### config.mk
export PLATFORM = sky130hd
export DESIGN_NAME = btn_event_arbiter
export DESIGN_NICKNAME = d
export VERILOG_FILES = /design/src/rtl/btn_arb_pkg.sv /design/src/rtl/btn_debounce.sv /design/src/rtl/btn_event_arbiter.sv
export SDC_FILE = /design/constraint.sdc
export NUM_CORES = 1
export LEC_CHECK = 0
export CAP_MARGIN = 20
export CORE_ASPECT_RATIO = 0.75
export CORE_MARGIN = 5
export CORE_UTILIZATION = 54
export DETAILED_ROUTE_END_ITERATION = 6
export GPL_TIMING_DRIVEN = 0
export PLACE_DENSITY_LB_ADDON = 0.08
export SETUP_SLACK_MARGIN = 0.05
export SYNTH_ARGS = -nofsm -noshare
export SYNTH_HDL_FRONTEND = slang
export SYNTH_SLANG_ARGS = --single-unit
### constraint.sdc
create_clock -name clk -period 1.7 [get_ports clk]
set_input_delay 0.255 -clock clk [delete_from_list [all_inputs] [get_ports clk]]
set_output_delay 0.255 -clock clk [all_outputs]
set_load 0.01 [all_outputs]
### src/rtl/btn_arb_pkg.sv
// btn_arb_pkg: shared types and defaults for the button event arbiter.
// Imported by btn_debounce and btn_event_arbiter.
package btn_arb_pkg;

    typedef enum logic {
        ST_IDLE  = 1'b0,
        ST_OFFER = 1'b1
    } arb_state_t;

    localparam int DEF_N_BTN        = 4;
    localparam int DEF_DEBOUNCE_CYC = 16;
    localparam int DEF_REPEAT_CYC   = 1024;

    function automatic int id_width(input int n);
        return (n > 1) ? $clog2(n) : 1;
    endfunction

endpackage

### src/rtl/btn_debounce.sv
// btn_debounce: 2-flop synchroniser, stability counter and press-edge pulse
// for one active-low button. BTN_REPEAT_EN adds a held-button auto-repeat.
module btn_debounce
    import btn_arb_pkg::*;
#(
    parameter int DEBOUNCE_CYC = DEF_DEBOUNCE_CYC
`ifdef BTN_REPEAT_EN
    ,
    parameter int REPEAT_CYC   = DEF_REPEAT_CYC
`endif
) (
    input  logic clk,
    input  logic reset,
    input  logic raw_n,
    output logic level,
    output logic press_pulse
);

    localparam int CNT_W = $clog2(DEBOUNCE_CYC);
    localparam logic [CNT_W-1:0] CNT_MAX = CNT_W'(DEBOUNCE_CYC - 1);

    logic             sync_1;
    logic             sync_2;
    logic [CNT_W-1:0] cnt;
    logic             settle;
    logic             fall;

    assign settle = (sync_2 != level) && (cnt == CNT_MAX);
    // Only a settle towards 0 is a press; releases are silent.
    assign fall   = settle && !sync_2;

    always_ff @(posedge clk) begin
        if (!reset) begin
            sync_1 <= 1'b1;
            sync_2 <= 1'b1;
            level  <= 1'b1;
            cnt    <= '0;
        end else begin
            sync_1 <= raw_n;
            sync_2 <= sync_1;
            if (sync_2 == level || settle)
                cnt <= '0;
            else
                cnt <= cnt + 1'b1;
            if (settle)
                level <= sync_2;
        end
    end

`ifdef BTN_REPEAT_EN
    localparam int RPT_W = $clog2(REPEAT_CYC);
    localparam logic [RPT_W-1:0] RPT_MAX = RPT_W'(REPEAT_CYC - 1);

    logic [RPT_W-1:0] rpt_cnt;
    logic             rpt_hit;

    assign rpt_hit = !level && (rpt_cnt == RPT_MAX);

    always_ff @(posedge clk) begin
        if (!reset) begin
            rpt_cnt     <= '0;
            press_pulse <= 1'b0;
        end else begin
            if (level || rpt_hit)
                rpt_cnt <= '0;
            else
                rpt_cnt <= rpt_cnt + 1'b1;
            press_pulse <= fall || rpt_hit;
        end
    end
`else
    always_ff @(posedge clk) begin
        if (!reset)
            press_pulse <= 1'b0;
        else
            press_pulse <= fall;
    end
`endif

endmodule

### src/rtl/btn_event_arbiter.sv
// btn_event_arbiter: debounced presses latched as pending events and handed
// out round-robin over valid/ready. Auto-repeat under BTN_REPEAT_EN.
module btn_event_arbiter
    import btn_arb_pkg::*;
#(
    parameter int N_BTN        = DEF_N_BTN,
    parameter int DEBOUNCE_CYC = DEF_DEBOUNCE_CYC,
    parameter int ID_W         = id_width(N_BTN)
`ifdef BTN_REPEAT_EN
    ,
    parameter int REPEAT_CYC   = DEF_REPEAT_CYC
`endif
) (
    input  logic             clk,
    input  logic             reset,
    input  logic [N_BTN-1:0] btn_n,
    output logic             ev_valid,
    output logic [ID_W-1:0]  ev_id,
    input  logic             ev_ready,
    output logic [N_BTN-1:0] pending,
    output logic [N_BTN-1:0] overflow
);

    localparam logic [ID_W-1:0] PTR_RST = ID_W'(N_BTN - 1);

    logic [N_BTN-1:0] press;
    logic [N_BTN-1:0] level_unused;

    for (genvar i = 0; i < N_BTN; i++) begin : g_btn
        btn_debounce #(
            .DEBOUNCE_CYC(DEBOUNCE_CYC)
`ifdef BTN_REPEAT_EN
            ,
            .REPEAT_CYC  (REPEAT_CYC)
`endif
        ) u_deb (
            .clk        (clk),
            .reset      (reset),
            .raw_n      (btn_n[i]),
            .level      (level_unused[i]),
            .press_pulse(press[i])
        );
    end

    arb_state_t       state;
    arb_state_t       state_nxt;
    logic [ID_W-1:0]  ptr;
    logic [ID_W-1:0]  ptr_nxt;
    logic [ID_W-1:0]  id_nxt;
    logic [ID_W-1:0]  sel;
    logic [ID_W-1:0]  idx;
    logic             found;
    logic [N_BTN-1:0] grant_clr;

    // First pending bit strictly after the last grant, wrapping.
    always_comb begin
        found = 1'b0;
        sel   = '0;
        idx   = '0;
        for (int k = 1; k <= N_BTN; k++) begin
            idx = ID_W'((int'(ptr) + k) % N_BTN);
            if (!found && pending[idx]) begin
                found = 1'b1;
                sel   = idx;
            end
        end
    end

    always_comb begin
        state_nxt = state;
        ptr_nxt   = ptr;
        id_nxt    = ev_id;
        grant_clr = '0;
        case (state)
            ST_IDLE: begin
                if (found) begin
                    state_nxt      = ST_OFFER;
                    ptr_nxt        = sel;
                    id_nxt         = sel;
                    grant_clr[sel] = 1'b1;
                end
            end
            ST_OFFER: begin
                if (ev_ready)
                    state_nxt = ST_IDLE;
            end
            default: state_nxt = ST_IDLE;
        endcase
    end

    // A press landing on its own grant cycle survives as a fresh event.
    always_ff @(posedge clk) begin
        if (!reset) begin
            state    <= ST_IDLE;
            ptr      <= PTR_RST;
            ev_id    <= '0;
            pending  <= '0;
            overflow <= '0;
        end else begin
            state    <= state_nxt;
            ptr      <= ptr_nxt;
            ev_id    <= id_nxt;
            pending  <= (pending & ~grant_clr) | press;
            overflow <= overflow | (press & pending & ~grant_clr);
        end
    end

    assign ev_valid = (state == ST_OFFER);

endmodule

After elaboration in Yosys (flattened, before gate mapping)

Cells that the tools add are included.

ROM bits: 0
Memories kept: 0
Bits in registers: 45
Bits in latches: 0
Input bits: 7
Output and inout bits: 11
RAM bits: 0

Div/mod/pow operators: 0
Add/subtract/negate cells: 8
Multipliers: 0
Multiplexer cells: 23
$lt $le $gt $ge: 6
Reduce and logical (&&, ||, !) cells: 28
Bitwise gates (word level): 8
Eq/ne operators: 12
Shift-type cells: 0

Operators by type and width:

| operator            | count |
|---|---|
| $add 4x1->4 const B | 4 |
| $eq 4x4->1 const B  | 4 |
| $lt 2x3->1 const B  | 5 |
| $and 4x4->4         | 3 |
| $logic_and 1x1->1   | 12 |
| $mux 1              | 11 |
| $bmux 1 s2          | 4 |
| $mux 2              | 4 |
| $mux 4              | 2 |
| $or 4x4->4          | 2 |
| $reduce_or 2->1     | 4 |
| $logic_not 1->1     | 7 |
| $add 2x1->2 const B | 2 |
| $add 2x2->2 const B | 2 |
| $eq 1x1->1          | 4 |
| $logic_or 1x1->1    | 4 |
| $ne 1x1->1          | 4 |
| $not 4->4           | 1 |
| $demux 1 s2         | 1 |
| $ge 2x1->1 const B  | 1 |
| $not 1->1           | 2 |
| $pmux 1 s2          | 1 |
| $reduce_and 2->1    | 1 |

Longest topological paths before layout

Depth in word-level cells: 22
Depth in mapped cells: 5
Gate-level depth less buffers: 5

By module

A second synthesis with hierarchy kept.

Cells, all modules: 165
Area total of the unflattened synthesis: 1644.1 µm²

By module, submodules not included:

| module            | cells an instance | instances | area an instance (µm²) |
|---|---|---|---|
| btn_debounce      | 26                | 4         | 271.5 |
| btn_event_arbiter | 61                | 1         | 558.0 |

Worst setup path after synthesis

Ideal clock, no wire load.

Kind: reg-to-reg
Start point: reg pending[1]
End point: reg overflow[3]
Path buffers: 0
Stages on the path, launching flop included: 6
Data arrival time: 1.445 ns
Setup slack: 0.138 ns
Path through: dfxtp_1 or2_4 a311oi_4 nand2_2 o211a_1 a22o_1

Longest elaborated chain between the ends: 21

Ends and longest elaborated chain:

| what                                    | RTL line                 | RTL |
|---|---|---|
| start: declaration                      | btn_event_arbiter.sv:20  | `output logic [N_BTN-1:0] pending,` |
| start signal: assignment                | btn_event_arbiter.sv:103 | `pending <= (pending & ~grant_clr) \| press;` |
| $bmux 1 s2                              | btn_event_arbiter.sv:62  | `if (!found && pending[idx]) begin` |
| $mux 1 (implied by the code)            | btn_event_arbiter.sv:62  |  |
| $mux 1                                  | btn_event_arbiter.sv:62  |  |
| $logic_not 1->1                         | btn_event_arbiter.sv:62  |  |
| $logic_and 1x1->1                       | btn_event_arbiter.sv:62  |  |
| $mux 1                                  | btn_event_arbiter.sv:62  |  |
| $logic_not 1->1                         | btn_event_arbiter.sv:62  |  |
| $logic_and 1x1->1                       | btn_event_arbiter.sv:62  |  |
| [... 5 more ...]                        | n/a                      |  |
| $logic_and 1x1->1 (implied by the code) | btn_event_arbiter.sv:80  | `grant_clr[sel] = 1'b1;` |
| $mux 1 (implied by the code)            | btn_event_arbiter.sv:80  |  |
| $demux 1 s2                             | btn_event_arbiter.sv:80  |  |
| $mux 4 (*)                              | btn_event_arbiter.sv:76  | `if (found) begin` |
| $mux 4 (*)                              | btn_event_arbiter.sv:74  | `case (state)` |
| $not 4->4 (*)                           | btn_event_arbiter.sv:104 | `overflow <= overflow \| (press & pending & ~grant_clr);` |
| $and 4x4->4 (*)                         | btn_event_arbiter.sv:104 |  |
| $or 4x4->4 (*)                          | btn_event_arbiter.sv:104 |  |
| end signal: assignment                  | btn_event_arbiter.sv:104 |  |
| end: declaration                        | btn_event_arbiter.sv:21  | `output logic [N_BTN-1:0] overflow` |

Every way passes the cells marked *; elsewhere a longest branch is shown, timed or not. The select of a mux whose other input is x is not followed.
A chain may end at the register's enable or synchronous reset.

Final worst setup path

Start point: reg state, in the netlist ev_valid
End point: out ev_valid

RTL lines:

| what                     | RTL line                 | RTL |
|---|---|---|
| start: declaration       | btn_event_arbiter.sv:45  | `arb_state_t state;` |
| start signal: assignment | btn_event_arbiter.sv:100 | `state <= state_nxt;` |
| end: declaration         | btn_event_arbiter.sv:17  | `output logic ev_valid,` |

No word-level cell between the ends.

==> impl_metrics.yaml <==
worst_setup_path:
  crit_buf_inv: 1
  critPathTopFamily: "buffers and inverters"
  crit_cells: 1
  reg2reg_depth: 5
  r2r_end: "overflow[3]$_SDFF_PN0_"
  path_cells: "clkdlybuf4s50_1"
  critical-path-max-stage-delay_ns: 0.59
  cp_slowest_cell: "clkdlybuf4s50_1"
  worstPathMaxFanout: 5
  crit_required_ns: 1.44
  reg2reg_slack_ns: 0.13
  endpoint_kind: "primary output"
  startpoint_type: "register"
  worstPathArrival_ns: 1.35
  r2r_start: "pending[1]$_SDFF_PN0_"
  crit_type: "register to primary output"
global_route:
  grt_pass1_vias: 1160
  grt_max_degree: 14
  grt_overflow: 0
  grt_pass1_wl_um: 5140
  antenna_found_initial: 0
  grt.total_usage_pct: 15.9
detailed_routing:
  drt_pass1_iterations: 4
  drt_wl_total_um: 3060
  initialDrtViolationCount: 55
  drt_drc_violations_left: 0
  detail_route.vias_per_cell: 5.22
  vias: 1190
  post_drt_wl_per_cell_um: 13.4
  ant_nets: 0
power:
  leakagePower_nw: 0.862
  power_w: 0.00195
  power_density_nw_per_um2: 959
  ir_drop_uv: 639
clocking:
  clk-insertion-delay-late_ns: 0.30
  h-tree-depth: 2
  cts_sinks: 45
  numCtsBuffers: 5
  cts_tree: "done"
  cts-root-buf: "clkbuf_8"
  clk_pin_slew_ns: 0.07
  cts.path.max_buffers: 2
sta:
  period_minus_slack_ns: 1.60
  slew_headroom_pct: 66.9
  setup_slack_ns: 0.0966
  drv_slew: 0
  finalHoldViolCount: 0
  rsz0062_at_grt: "false"
  tightest_slew_ns: 0.496
  setup_viol: 0
  whs_ns: 0.410
  clock_skew_ns: 0.00951
  fin_crit_sh_pct: 94.3
  fmax_ghz: 0.624
yosys:
  synth_top_area_share_pct: 53.8
  ys_types: 31
  synth_area_um2: 1680
  yosysTopAreaCell: "dfxtp_1"
  synth_nets: 174
  ys_ff_latch: 45
  synth_common_cells: "dfxtp_1, nor2_1, nand2b_1, nand3_1, xor2_1"
  synthCells: 163
  avgSynthCellArea_um2: 10.3
  async_flop_share_pct: 0
  yosysWarnings: 0
  synth_edf_count: 0
  ys_dominant_reg_cell: "dfxtp_1"
  ys_seq_area_share_pct: 53.8
  synth_most_common_cell: "dfxtp_1"
  yosys-top-cells-area: "dfxtp_1, xor2_1, nand2b_1"
placed_design:
  place.gp.congestion: 0.743
  place_area_um2: 1890
  place_ws_ns: -0.347
  io_buffers: 17
  post-dp-hpwl_um: 2200
min_path:
  hold_start: "g_btn[0].u_deb.sync_1$_SDFF_PN1_"
  hold_depth: 1
  min_path_type: "register to register"
  hold_end: "g_btn[0].u_deb.sync_2$_SDFF_PN1_"
layout:
  drive_above_1_share_pct: 10.5
  design_area_um2: 2030
  area_growth_pct: 21.1
  nets: 200
  n_antenna_cell: 0
floorplanning:
  core_um2: 2960
  dieArea_um2: 4330
  start_util_pct: 56.7
  die_x_um: 74.3
  io_pins: 18
  rows: 17
  die_height_um: 58.2
outcome:
  status: "finished, final reports clean"
flow_run:
  maxCapViolCount: 0
==> report_power, final <==
| part | internal, W | switching, W | total, W |
|---|---|---|---|
| sequential | 0.00106 | 0.00000658 | 0.00107 |
| combinational | 0.0000244 | 0.0000267 | 0.0000511 |
| clock | 0.000479 | 0.000344 | 0.000823 |
==> through the flow <==
stage	TNS, ns	util [%]	cells
detailed placement	-2.13	64.0	218
finish	0	68.6	228
floorplan	0	-	163
global placement	-1.82	64.0	218
global route	0	68.6	228
CTS	0	68.0	226
==> how the worst max path moves through the flow <==
stage | startpoint | to
after floorplan | pending[1]$_SDFF_PN0_ | overflow[3]$_SDFF_PN0_
after global placement | reset | ev_id[0]$_SDFFE_PN0P_
after detailed placement | reset | ev_id[0]$_SDFFE_PN0P_
after CTS | pending[1]$_SDFF_PN0_ | overflow[3]$_SDFF_PN0_
after global routing | ev_valid$_SDFF_PN0_ | ev_valid
final | ev_valid$_SDFF_PN0_ | ev_valid
==> logic make-up after synthesis <==
family | share of synthesized area [%]
adder cells (fa/ha/maj) | 2.99
buffers and inverters | 2.02
multiplexers | 2.39
AO/OA/AOI/OAI | 11.7
XOR/XNOR | 6.27
AND/OR/NAND/NOR | 20.8
flip-flops | 53.8
==> flip-flops by register name, summed over array words and instances (netlist names) <==
signal	cells
ev_id	2
ev_valid	1
g_btn.u_deb.cnt	16
g_btn.u_deb.level	4
g_btn.u_deb.press_pulse	4
g_btn.u_deb.sync_1	4
g_btn.u_deb.sync_2	4
overflow	4
pending	4
ptr	2
==> per-layer routing <==
metal  vias to the layer above  global-route usage, %  share of wire (%)
met5                         -                      0                  0
met4                         0                   6.60               0.88
met3                         4                   5.72                6.9
met2                        26                   23.7                 47
met1                       558                   20.8                 45
li1                        602                      -                  -
==> cell usage in the layout, fill, tap and decap left out, types with 3 or more instances in the layout <==
cell type,instances
nand3_1,13
nor3_1,4
nand2b_1,13
and3_1,4
inv_1,5
a21o_1,3
dfxtp_2,3
dfxtp_1,42
clkdlybuf4s50_1,17
nor2_1,18
clkbuf_8,6
xor2_1,12
clkbuf_1,4
a22o_1,4
nand2_1,9
ha_1,4
mux2i_1,4
==> layout make-up <==
| type | instances | area (um2) |
|---|---|---|
| Buffer | 4 | 16.3 |
| Clock buffer | 7 | 86.3 |
| Multi-Input combinational cell | 109 | 741 |
| Timing Repair Buffer | 19 | 185 |
| Sequential cell | 45 | 905 |
| Tap cell | 38 | 47.5 |
| Inverter | 5 | 18.8 |
| Clock inverter | 1 | 30.0 |
| Fill cell | 230 | 927 |
==> what timing repair did <==
item,CTS,global route
pin swaps,1,2
gates resized for setup,1,3
hold buffers,0,0
endpoints found under the setup margin,2,3
buffers inserted,0,2
Power figures use the tool's default switching activity.
